File: src/rtl/spi_pkg.sv
// Shared SPI frame definitions, used by both the controller and the peripheral side.
package spi_pkg;

  localparam int unsigned FRAME_BITS = 16;
  localparam int unsigned ADDR_BITS  = 7;
  localparam int unsigned DATA_BITS  = 8;
  localparam int unsigned RW_BIT     = 15;
  localparam int unsigned MAX_ADDR   = 4;

  // Width of the bit counter (counts 0..FRAME_BITS-1) and of the phase timer.
  localparam int unsigned BIT_CNT_W  = $clog2(FRAME_BITS);
  localparam int unsigned TICK_W     = 8;

  typedef enum logic [2:0] {
    ST_IDLE,
    ST_SETUP,
    ST_HIGH,
    ST_LOW,
    ST_HOLD,
    ST_GAP
  } spi_state_e;

  // On-wire frame layout, MSB transmitted first.
  typedef struct packed {
    logic                 rw;
    logic [ADDR_BITS-1:0] addr;
    logic [DATA_BITS-1:0] data;
  } spi_frame_t;

  // True when the address is beyond the peripheral's register map.
  function automatic logic addr_out_of_range(input logic [ADDR_BITS-1:0] addr);
    return addr > ADDR_BITS'(MAX_ADDR);
  endfunction

endpackage

File: src/rtl/spi_tick_gen.sv
// Phase timer: reloads on every state change and flags the last cycle of the phase.
module spi_tick_gen
  import spi_pkg::*;
#(
  parameter int unsigned W = TICK_W
) (
  input  logic         clk,
  input  logic         rst_n,
  input  logic         load,
  input  logic [W-1:0] load_val,
  output logic         tick_c
);

  logic [W-1:0] cnt;

  // Down-counter: load with (phase length - 1), then count to zero and hold.
  always_ff @(posedge clk or negedge rst_n) begin
    if (!rst_n) begin
      cnt <= '0;
    end else if (load) begin
      cnt <= load_val;
    end else if (cnt != '0) begin
      cnt <= cnt - W'(1);
    end
  end

  // Counter at zero marks the final cycle of the current phase.
  assign tick_c = (cnt == '0);

endmodule

File: src/rtl/spi_controller.sv
// SPI mode-0 frame transmitter: one 16-bit {rw, addr, data} frame per accepted request.
module spi_controller
  import spi_pkg::*;
#(
  parameter int unsigned HALF_PERIOD = 4,
  parameter int unsigned GAP_CYCLES  = 8
) (
  input  logic                 clk,
  input  logic                 rst_n,
  input  logic                 req_valid,
  output logic                 req_ready,
  input  logic                 req_rw,
  input  logic [ADDR_BITS-1:0] req_addr,
  input  logic [DATA_BITS-1:0] req_data,
  output logic                 done,
  output logic                 addr_err,
  output logic                 SCLK,
  output logic                 nCS,
  output logic                 COPI
);

  localparam logic [TICK_W-1:0] HALF_LOAD = TICK_W'(HALF_PERIOD - 1);
  localparam logic [TICK_W-1:0] GAP_LOAD  = TICK_W'(GAP_CYCLES - 1);
  localparam logic [BIT_CNT_W-1:0] LAST_BIT = BIT_CNT_W'(FRAME_BITS - 1);

  spi_state_e            state;
  spi_state_e            state_next;
  logic [FRAME_BITS-1:0] shreg;
  logic [BIT_CNT_W-1:0]  bit_cnt;
  logic                  err_flag;
  logic                  done_pend;

  spi_frame_t            frame_c;
  logic                  accept_c;
  logic                  shift_c;
  logic                  done_set_c;
  logic                  tick_c;
  logic                  load_c;
  logic [TICK_W-1:0]     load_val_c;

  logic                  ncs_d;
  logic                  sclk_d;
  logic                  copi_d;
  logic                  ready_d;

  assign frame_c    = '{rw: req_rw, addr: req_addr, data: req_data};
  assign accept_c   = req_valid && req_ready;
  assign load_c     = (state_next != state);
  assign load_val_c = (state_next == ST_GAP) ? GAP_LOAD : HALF_LOAD;

  spi_tick_gen #(
    .W (TICK_W)
  ) u_tick_gen (
    .clk      (clk),
    .rst_n    (rst_n),
    .load     (load_c),
    .load_val (load_val_c),
    .tick_c   (tick_c)
  );

  // State register.
  always_ff @(posedge clk or negedge rst_n) begin
    if (!rst_n) begin
      state <= ST_IDLE;
    end else begin
      state <= state_next;
    end
  end

  // Next-state logic and pin values decoded from the current state.
  always_comb begin
    state_next = state;
    shift_c    = 1'b0;
    done_set_c = 1'b0;
    ncs_d      = 1'b1;
    sclk_d     = 1'b0;
    copi_d     = 1'b0;
    ready_d    = 1'b0;

    case (state)
      ST_IDLE: begin
        ready_d = !accept_c;
        if (accept_c) begin
          state_next = ST_SETUP;
        end
      end
      ST_SETUP: begin
        ncs_d  = 1'b0;
        copi_d = shreg[RW_BIT];
        if (tick_c) begin
          state_next = ST_HIGH;
        end
      end
      ST_HIGH: begin
        ncs_d  = 1'b0;
        sclk_d = 1'b1;
        copi_d = shreg[RW_BIT];
        if (tick_c) begin
          if (bit_cnt == LAST_BIT) begin
            state_next = ST_HOLD;
          end else begin
            state_next = ST_LOW;
            shift_c    = 1'b1;
          end
        end
      end
      ST_LOW: begin
        ncs_d  = 1'b0;
        copi_d = shreg[RW_BIT];
        if (tick_c) begin
          state_next = ST_HIGH;
        end
      end
      ST_HOLD: begin
        ncs_d = 1'b0;
        if (tick_c) begin
          state_next = ST_GAP;
        end
      end
      ST_GAP: begin
        if (tick_c) begin
          state_next = ST_IDLE;
          done_set_c = 1'b1;
        end
      end
      default: begin
        state_next = ST_IDLE;
      end
    endcase
  end

  // Frame capture on acceptance; shift toward the MSB on each falling SCLK.
  always_ff @(posedge clk or negedge rst_n) begin
    if (!rst_n) begin
      shreg    <= '0;
      bit_cnt  <= '0;
      err_flag <= 1'b0;
    end else if (accept_c) begin
      shreg    <= frame_c;
      bit_cnt  <= '0;
      err_flag <= addr_out_of_range(req_addr);
    end else if (shift_c) begin
      shreg    <= {shreg[FRAME_BITS-2:0], 1'b0};
      bit_cnt  <= bit_cnt + BIT_CNT_W'(1);
    end
  end

  // Output registers; done is held one extra cycle so it lands with req_ready.
  always_ff @(posedge clk or negedge rst_n) begin
    if (!rst_n) begin
      nCS       <= 1'b1;
      SCLK      <= 1'b0;
      COPI      <= 1'b0;
      req_ready <= 1'b0;
      done_pend <= 1'b0;
      done      <= 1'b0;
      addr_err  <= 1'b0;
    end else begin
      nCS       <= ncs_d;
      SCLK      <= sclk_d;
      COPI      <= copi_d;
      req_ready <= ready_d;
      done_pend <= done_set_c;
      done      <= done_pend;
      addr_err  <= done_pend && err_flag;
    end
  end

endmodule

File: config.mk
export PLATFORM = sky130hd
export DESIGN_NAME = spi_controller
export DESIGN_NICKNAME = d
export VERILOG_FILES = /design/src/rtl/spi_pkg.sv /design/src/rtl/spi_tick_gen.sv /design/src/rtl/spi_controller.sv
export SDC_FILE = /design/constraint.sdc
export NUM_CORES = 1
export LEC_CHECK = 0
export CAP_MARGIN = 15
export CORE_MARGIN = 3
export CORE_UTILIZATION = 60
export DETAILED_ROUTE_END_ITERATION = 10
export DONT_BUFFER_PORTS = 1
export PLACE_DENSITY = 0.81
export SETUP_SLACK_MARGIN = 0.5
export SKIP_CTS_REPAIR_TIMING = 1
export SYNTH_ARGS = -nofsm -noshare
export SYNTH_HDL_FRONTEND = slang
export SYNTH_SLANG_ARGS = --single-unit
export TNS_END_PERCENT = 10
File: constraint.sdc
create_clock -name clk -period 4.2 [get_ports clk]
set_clock_uncertainty 0.05 [all_clocks]
set_input_delay 0.84 -clock clk [delete_from_list [all_inputs] [get_ports clk]]
set_output_delay 0.84 -clock clk [all_outputs]
set_load 0.02 [all_outputs]
# == Yosys cells after proc, flatten, opt, wreduce, memory -nomap -nowiden ==
# Cells that the tools add are included.
# totals
reg_bits,39
input_bits,19
output_inout_bits,6
word_cells,57
# classes
reduce_logical,11
n_mux,23
eq_ne,8
add_sub_neg,2
order_cmp,1
# op_table
operator,n
$mux W16,2
$mux W3,7
$mux W8,2
$pmux W3 S5,1
$eq A3 B3 Y1 const B,3
$mux W1,9
$logic_not A8 Y1,1
$mux W4,2
$reduce_bool A8 Y1,1
$sub A8 B1 Y8 const B,1
$gt A7 B3 Y1 const B,1
$eq A3 B2 Y1 const B,2
$add A4 B1 Y4 const B,1
$eq A4 B4 Y1 const B,1
$reduce_bool A2 Y1,2
$reduce_or A4 Y1,1
$eq A3 B1 Y1 const B,1
$logic_not A3 Y1,1
$ne A3 B3 Y1,1
$reduce_or A3 Y1,1
$logic_and A1 B1 Y1,2
$reduce_or A2 Y1,1
$logic_not A1 Y1,1

# == Logic depth before layout (Yosys ltp) ==
# Gate-level depths: netlist of the first run.
# depth
depth_word,7
ltp_mapped,8
ltp_nobuf,6

# == Hierarchy ==
# From an unflattened synthesis of the first run, not the netlist that was laid out.
# hier_totals
cells_unflattened,217
hier_area_um2,1996.9
# by_module_without_submodules
mod,n_inst,cells_each,area_each_um2,seq_area_each_um2
spi_controller,1,163,1520.2,777.0
spi_tick_gen,1,54,476.7,200.2

# == Worst setup path after synthesis of the first run ==
# OpenSTA, ideal clock, no wires.
# synth_path
path_kind,input -> register
startpoint,in req_valid
endpoint,reg shreg[10]
stages,4
setup_ns,0.141
path_slack_ns,2.391
t_arrival_ns,1.618
n_path_buf,2
required_time_ns,4.009
path_cell_list,nand2_1 clkbuf_1 clkbuf_1 a31oi_1
# synth_between
elab_chain_cells,2
word_cells_on_any_way,3
cone_classes,mux (1); reduce/logical (2)
# synth_rtl
element,line,text
start: declaration,spi_controller.sv:10,"input logic req_valid,"
$logic_and A1 B1 Y1 (*),spi_controller.sv:47,assign accept_c = req_valid && req_ready;
$mux W16 / $reduce_bool A2 Y1 (equally long branches),--,
end signal: assignment,spi_controller.sv:139,shreg <= frame_c;
end signal: assignment,spi_controller.sv:143,"shreg <= {shreg[FRAME_BITS-2:0], 1'b0};"
end: declaration,spi_controller.sv:28,logic [FRAME_BITS-1:0] shreg;
# Every way passes the cells marked *; elsewhere a longest branch is shown, timed or not.
# A chain may end at the register's enable or synchronous reset.

# == Final worst setup path of the first run ==
# layout_path
startpoint,reg u_tick_gen.cnt[0]
endpoint,reg bit_cnt[2]
# layout_between
elab_chain_cells,4
# layout_rtl
element,line,text
start: declaration,spi_tick_gen.sv:14,logic [W-1:0] cnt;
start signal: assignment,spi_tick_gen.sv:21,cnt <= load_val;
start signal: assignment,spi_tick_gen.sv:23,cnt <= cnt - W'(1);
$logic_not A8 Y1,spi_tick_gen.sv:28,assign tick_c = (cnt == '0);
$mux W1,spi_controller.sv:98,if (tick_c) begin
$mux W1,spi_controller.sv:80,case (state)
$reduce_bool A2 Y1 (no line),--,
end signal: assignment,spi_controller.sv:144,bit_cnt <= bit_cnt + BIT_CNT_W'(1);
end: declaration,spi_controller.sv:29,logic [BIT_CNT_W-1:0] bit_cnt;
# Every way passes these cells.

==> metrics.yaml, run 1 <==
status: "completed"
grt_max_degree: 40
dr_wl_met2_um: 1590
power.density_nw_per_um2: 308
ir_drop_mv: 0.213
multi_input_area_um2: 830
fillers: 222
regArea_um2: 977
top_layer: "met4"
cts_sinks: 39
crit_required_ns: 4.42
arrival_ns: 2.82
drive_gt1_share_pct: 8.04
crit_fanout: 21
grt_pass1_wl_um: 5950
dpl_cell_area_um2: 1880
worstSetupStartpointType: "flip-flop"
synth_ff_type: "dfrtp_1"
syn_nets: 223
via_per_inst: 5.99
endpoint_kind: "flip-flop"
maxSlewHeadroom_pct: 35.9
drc: 0
route.met3.wl_um: 255
min-delay-path-class: "in -> async"
grt_remaining_overflow: 0
cts_max_level: 2
ys_warn_count: 0
dr.first_iter.drc_count: 92
p_leak_uw: 0.000828
fp.dieW_um: 62.1
path_clk_slew_ns: 0.12
syn2layout_area_growth_pct: 2.18
synth.distinct_cells: 37
final_cell_mix: "38 x dfrtp_1, 37 x nand2_1, 27 x nor2_1, 16 x a31oi_1, 11 x a21oi_1"
async_reset_ff_share_pct: 100
ys_ff_latch: 39
io_pins: 25
yosysSeqAreaShare_pct: 51.7
stdcell_count: 241
synth_edf_count: 0
tritoncts: "done"
numCtsBuffers: 5
syn_avg_cell_area_um2: 9.41
reg2reg_depth: 6
postRouteWirelength_um: 3470
die_h_um: 62.1
post-route-period-util_pct: 61.9
root_buffer: "clkbuf_4"
initial_utilization_pct: 65.7
placed_cells: 233
antenna_cells: 0
fin_ws_ns: 1.60
rows: 19
setup_tns_ns: 0
final-hold-violation-count: 0
clk_latency_ns: 0.35
grt_pass1_vias: 1353
place_ws_ns: 1.63
coreArea_um2: 2880
timing.fmax_ghz: 0.385
portBuffers: 0
final_common_cell: "dfrtp_1"
finalNetCount: 220
rsz0062_at_grt: "false"
ant_nets: 0
gp_congestion: 0.979
synthCells: 201
syn_area_um2: 1890
first_pass_iters: 4
regToRegSetupSlack_ns: 1.60
finalSetupViolations: 0
clock_path_buffers: 2
drt-wirelength-per-cell_um: 14.4
grt_usage_pct: 19.3
period_needed_ns: 2.60
wl_met1_um: 1570
die_area_um2: 3860
vias: 1443
final_max_slew_viol_count: 0
stdcell_area_um2: 1930
hpwl_um: 2410
antenna_found_initial: 0
maxCapViolations: 0
worst_pin_slew_ns: 0.959
path_class: "reg -> reg"
cells in the mapped netlist (2+ instances only):
| cell type | number | area [µm²] |
|---|---|---|
| nor2_1 | 27 | 101 |
| a31oi_1 | 16 | 100 |
| xnor2_1 | 2 | 17.5 |
| a21oi_1 | 11 | 55.1 |
| dfrtp_1 | 38 | 951 |
| and2_1 | 2 | 12.5 |
| clkbuf_1 | 5 | 18.8 |
| nor3b_2 | 2 | 25.0 |
| nand2_1 | 37 | 139 |
| inv_1 | 5 | 18.8 |
| a211oi_1 | 2 | 15.0 |
| xor2_1 | 3 | 26.3 |
| nor3_1 | 2 | 10.0 |
| nor4_1 | 3 | 18.8 |
| nand3_1 | 6 | 30.0 |
| ha_1 | 3 | 37.5 |
| mux2i_1 | 2 | 20.0 |
| o21ai_0 | 10 | 50.1 |
| or3_1 | 2 | 12.5 |
| buf_6 | 3 | 33.8 |
| nand2b_1 | 2 | 12.5 |
| o211ai_1 | 3 | 22.5 |
stage by stage:
stage | util (%) | hold slack [ns] | total power [µW]
finish | 67.2 | 0.107 | 595
global route | 67.2 | 0.0744 | 626
CTS | 67.2 | 0.102 | 599
detailed placement | 65.3 | 0.312 | 414
global placement | 65.3 | 0.302 | 413
floorplan | - | 0.297 | 410
flip-flops by register name (all words and copies together) (netlist names):
name and cells:
COPI 1, SCLK 1, addr_err 1, bit_cnt 4, done 1, done_pend 1, err_flag 1, nCS 1
req_ready 1, shreg 16, state 3, u_tick_gen.cnt 8
final timing paths:
check                                  end         startpoint
worst max-delay path            bit_cnt[2]  u_tick_gen.cnt[0]
worst min-delay path              addr_err              rst_n
worst max register to register  bit_cnt[2]  u_tick_gen.cnt[0]
worst min register to register        done          done_pend
max in group asynchronous              nCS              rst_n
min in group clk                      done          done_pend
final cells by class:
cell class                 instances  share of cell area, %
sequential                        39                   50.6
inverter                           5                  0.972
clock inverter                     2                  0.648
clock buffer                       6                   2.14
tap                               42                   2.72
multi-input combinational        147                   42.9
report_power, final:
part	switching [µW]	internal, µW	total, µW
Sequential	6.76	386	393
Clock	124	64.5	189
Combinational	6.73	6.93	13.7
Total	138	458	595
critical path, cell delays in order, from the launching register on:
cell and delay (ns):
dfrtp_1 0.43, inv_1 0.13, ha_1 0.20, nor3b_2 0.31, nand4_1 0.67, or3_1 0.56
a21oi_1 0.17
logic make-up after synthesis:
group           after synthesis  share of synthesized area (%)
fa+ha+maj                     3                           1.99
buf+inv                      15                           4.43
simple gates                 91                           23.5
flops                        39                           51.7
compound gates               46                           15.0
mux                           2                           1.06
xor+xnor                      5                           2.32
layer usage:
layer | up-vias | global-route usage [%]
li1 | 696 | -
met1 | 686 | 23.9
met2 | 53 | 30.5
met3 | 8 | 6.85
met4 | 0 | 8.29
met5 | - | 0
Power figures use the tool's default switching activity.
==> run 2: changes to the inputs <==
==> constraint.sdc (replaced) <==
create_clock -name clk -period 2.4 [get_ports clk]
set_clock_uncertainty 0.05 [all_clocks]
set_input_delay 0.48 -clock clk [delete_from_list [all_inputs] [get_ports clk]]
set_output_delay 0.48 -clock clk [all_outputs]
set_load 0.02 [all_outputs]
==> metrics.yaml, run 2 (synthesis results as in run 1) <==
status: "completed"
regMostFlops: "shreg"
p_leak_uw: 0.000904
final_cell_mix: "38 x dfrtp_1, 37 x nand2_1, 27 x nor2_1, 16 x a31oi_1"
rsz0062_at_grt: "true"
finalNetCount: 229
rows: 19
grt_usage_pct: 19.0
crit_fanout: 12
grt_remaining_overflow: 0
final_common_cell: "dfrtp_1"
final-hold-violation-count: 0
die_h_um: 62.1
vias: 1482
crit_required_ns: 2.61
min-delay-path-class: "in -> reg"
hpwl_um: 2540
arrival_ns: 2.10
finalSetupViolations: 0
initial_utilization_pct: 65.7
drc: 0
gp_congestion: 1.08
drive_gt1_share_pct: 13.5
syn2layout_area_growth_pct: 8.14
dr.first_iter.drc_count: 148
dpl_cell_area_um2: 1920
timing.fmax_ghz: 0.529
fp.dieW_um: 62.1
power.density_nw_per_um2: 535
antenna_cells: 0
cts_sinks: 39
first_pass_iters: 4
largest_reg_flops: 16
numCtsBuffers: 5
coreArea_um2: 2880
largestRegisters: "shreg x16, u_tick_gen.cnt x8, bit_cnt x4"
ir_drop_mv: 0.422
post-route-period-util_pct: 78.7
tritoncts: "done"
grt_max_degree: 40
setup_tns_ns: 0
stdcell_area_um2: 2040
clk_latency_ns: 0.33
path_clk_slew_ns: 0.11
worst_pin_slew_ns: 0.627
grt_pass1_vias: 1356
postRouteWirelength_um: 3770
final_max_slew_viol_count: 0
ant_nets: 0
cts_max_level: 2
portBuffers: 0
root_buffer: "clkbuf_4"
endpoint_kind: "flip-flop"
via_per_inst: 5.93
maxSlewHeadroom_pct: 57.8
grt_pass1_wl_um: 5950
drt-wirelength-per-cell_um: 15.1
path_class: "reg -> reg"
die_area_um2: 3860
clock_path_buffers: 2
io_pins: 25
reg2reg_depth: 4
antenna_found_initial: 0
maxCapViolations: 0
worstSetupStartpointType: "flip-flop"
period_needed_ns: 1.89
hold_path_depth: 2
run 2: changes by cell type in the layout (fill, tap and decap cells not counted), sizes merged:
cell,change
buf,+8
clkbuf,+2
clkinv,-1
clkinvlp,-1
dlygate4sd3,+1
run 2: worst paths after layout:
kind	startpoint	endpoint	slack, ns
setup reg to reg	state[1]	bit_cnt[3]	0.51
setup / recovery	state[1]	bit_cnt[3]	0.51
hold / removal	req_data[0]	shreg[0]	0.23
max in group asynchronous	rst_n	nCS	1.50
min in group asynchronous	rst_n	done	0.55
hold reg to reg	done_pend	done	0.32
run 2: cell type report:
type	instances	area, µm²
clock buffers	8	68.8
fillers	215	832
repair buffers	9	82.6
well taps	42	52.6
inverters	5	18.8
multi-input cells	147	845
flip-flops and latches	39	977
run 2: worst max-delay path, cell delays in order (launching register included):
cell and delay [ns]:
dfrtp_1 0.60, nor3b_2 0.38, nand4_1 0.25, or3_1 0.38, a21oi_1 0.15
run 2: power breakdown:
group          switching [µW]  internal [µW]
sequential               12.2            676
clock                     192            173
combinational            24.0           16.7
total                     229            865
run 2: through the flow:
stage                     util (%)  hold WS [ns]  power, µW  setup WS [ns]  instances
final                         71.1         0.229       1090          0.510        250
after global routing          71.1         0.237       1150          0.370        250
after CTS                     69.0        -0.225       1090          0.382        246
after detailed placement      66.6         0.136        725          0.412        238
after global placement        66.6         0.135        722          0.544        238
after floorplan                  -         0.134        718          0.652        201
run 2: layer usage:
layer	wire [µm]	vias to the layer above	track usage (%)
met5	0	-	0
met3	251	8	5.05
met2	1850	53	31.3
met1	1620	708	24.8
met4	48	0	5.80
li1	-	713	-
==> run 3: changes to the inputs <==
--- a/config.mk
+++ b/config.mk
@@ -7,10 +7,10 @@
 export LEC_CHECK = 0
 export CAP_MARGIN = 15
 export CORE_MARGIN = 3
-export CORE_UTILIZATION = 60
+export CORE_UTILIZATION = 56
 export DETAILED_ROUTE_END_ITERATION = 10
 export DONT_BUFFER_PORTS = 1
-export PLACE_DENSITY = 0.81
+export PLACE_DENSITY = 0.79
 export SETUP_SLACK_MARGIN = 0.5
 export SKIP_CTS_REPAIR_TIMING = 1
 export SYNTH_ARGS = -nofsm -noshare
==> constraint.sdc (replaced) <==
create_clock -name clk -period 1.6 [get_ports clk]
set_clock_uncertainty 0.05 [all_clocks]
set_input_delay 0.32 -clock clk [delete_from_list [all_inputs] [get_ports clk]]
set_output_delay 0.32 -clock clk [all_outputs]
set_load 0.02 [all_outputs]
==> metrics.yaml, run 3 (synthesis results as in run 1) <==
initial_utilization_pct: 60.4
status: "complete, but fails checks"
fin_ws_ns: -0.102
rows: 20
post-route-period-util_pct: 106
ant_nets: 0
antenna_found_initial: 0
clk_latency_ns: 0.34
fp.dieW_um: 64.1
whs_ns: -0.389
arrival_ns: 1.92
drt-wirelength-per-cell_um: 15.0
grt_max_degree: 40
regMostFlops: "shreg"
power.density_nw_per_um2: 734
rsz0062_at_grt: "true"
period_needed_ns: 1.70
coreArea_um2: 3130
root_buffer: "clkbuf_4"
drc: 0
utilization_pct: 71.4
cpPeakStageDelay_ns: 0.41
first_pass_iters: 4
worst_pin_slew_ns: 0.403
final_max_slew_viol_count: 0
cpMaxStageDelayCell: "dfrtp_1"
postRouteWirelength_um: 4050
grt_pass1_vias: 1485
maxSlewHeadroom_pct: 72.8
tritoncts: "done"
numCtsBuffers: 5
hpwl_um: 2840
grt_usage_pct: 21.0
largest_reg_flops: 16
die_area_um2: 4110
clock_path_buffers: 2
timing.fmax_ghz: 0.587
reg2reg_from: "u_tick_gen.cnt[1]"
grt_pass1_wl_um: 6790
use_met3_pct: 4.57
io_pins: 25
syn2layout_area_growth_pct: 18.1
cp_cell_sequence: "inv_2, ha_4, nor3b_4, nand4_1, buf_4, or3_1, a21oi_1"
regToRegSetupSlack_ns: -0.10
vias: 1541
endpoint_kind: "flip-flop"
cts_max_level: 2
maxCapViolations: 0
top_usage_layer: "met2"
grt_remaining_overflow: 0
portBuffers: 0
drive_gt1_share_pct: 23.5
die_h_um: 64.1
cts_sinks: 39
largestRegisters: "shreg x16, u_tick_gen.cnt x8, bit_cnt x4"
dr.first_iter.drc_count: 115
gp_congestion: 0.861
antenna_cells: 0
reg2reg_depth: 7
final-hold-violation-count: 39
final_cell_mix: "37 x nand2_1, 36 x dfrtp_1, 26 x nor2_1, 21 x buf_4, 16 x a31oi_1"
via_per_inst: 5.71
grtUsageMet2_pct: 32.9
violations: "negative hold slack, negative setup slack"
ir_drop_mv: 0.574
crit_required_ns: 1.82
worstSetupStartpointType: "flip-flop"
rr_endpoint: "bit_cnt[3]"
finalNetCount: 247
final_common_cell: "nand2_1"
finalSetupViolations: 23
use_met1_pct: 29.1
crit_fanout: 6
min-delay-path-class: "in -> async"
path_clk_slew_ns: 0.12
p_leak_uw: 0.000995
path_class: "reg -> reg"
## run 3: cell types whose count changed in the layout (fill, tap and decap cells not counted), sizes merged
cell	before	now
clkinvlp	0	1
clkbuf	8	7
buf	8	27
dlygate4sd3	1	0
## run 3: power breakdown
part | total [µW] | internal [µW] | switching [µW]
Clock | 566 | 257 | 309
Sequential | 1030 | 1010 | 17.4
Combinational | 40.9 | 21.1 | 19.9
Total | 1640 | 1290 | 346
## run 3: layout make-up
| class | count | area (µm²) |
|---|---|---|
| Clock buffer | 7 | 65.1 |
| Tap cell | 44 | 55.1 |
| Fill cell | 207 | 896 |
| Clock inverter | 1 | 7.51 |
| Multi-Input combinational cell | 147 | 878 |
| Sequential cell | 39 | 980 |
| Inverter | 5 | 18.8 |
| Timing Repair Buffer | 27 | 228 |
## run 3: stage by stage
step | area [µm²] | total power (µW) | worst slack (ns) | TNS (ns) | std cells
final | 2230 | 1640 | -0.102 | -0.814 | 270
after global routing | 2230 | 1710 | -0.193 | -3.44 | 270
after CTS | 2160 | 1650 | -0.160 | -1.90 | 265
after detailed placement | 2090 | 1090 | -0.115 | -0.984 | 257
after global placement | 2090 | 1090 | -0.0263 | -0.0585 | 257
after floorplan | 1920 | 1080 | 0.000446 | 0 | 201
## run 3: worst max path at each step
stage,endpoint,cells past startpoint,startpoint
6_report,bit_cnt[3],7,u_tick_gen.cnt[1]
5_1_grt,bit_cnt[3],5,u_tick_gen.cnt[5]
4_1_cts,bit_cnt[3],6,u_tick_gen.cnt[1]
3_5_place_dp,bit_cnt[3],6,u_tick_gen.cnt[1]
3_3_place_gp,state[0],6,u_tick_gen.cnt[1]
2_1_floorplan,shreg[10],8,u_tick_gen.cnt[0]
## run 3: layer usage
metal | wire length (µm) | up-vias
li1 | - | 751
met1 | 1830 | 730
met2 | 1930 | 56
met3 | 254 | 4
met4 | 40 | 0
met5 | 0 | -
## run 3: worst max-delay path, delay by kind of cell (launching register included)
kind / cells / cell delay, ns
buffers and inverters: 2 / 0.27
AOI/OAI and AO/OA: 1 / 0.15
DFF: 1 / 0.41
adders and majority gates: 1 / 0.14
and+or+nand+nor: 3 / 0.63
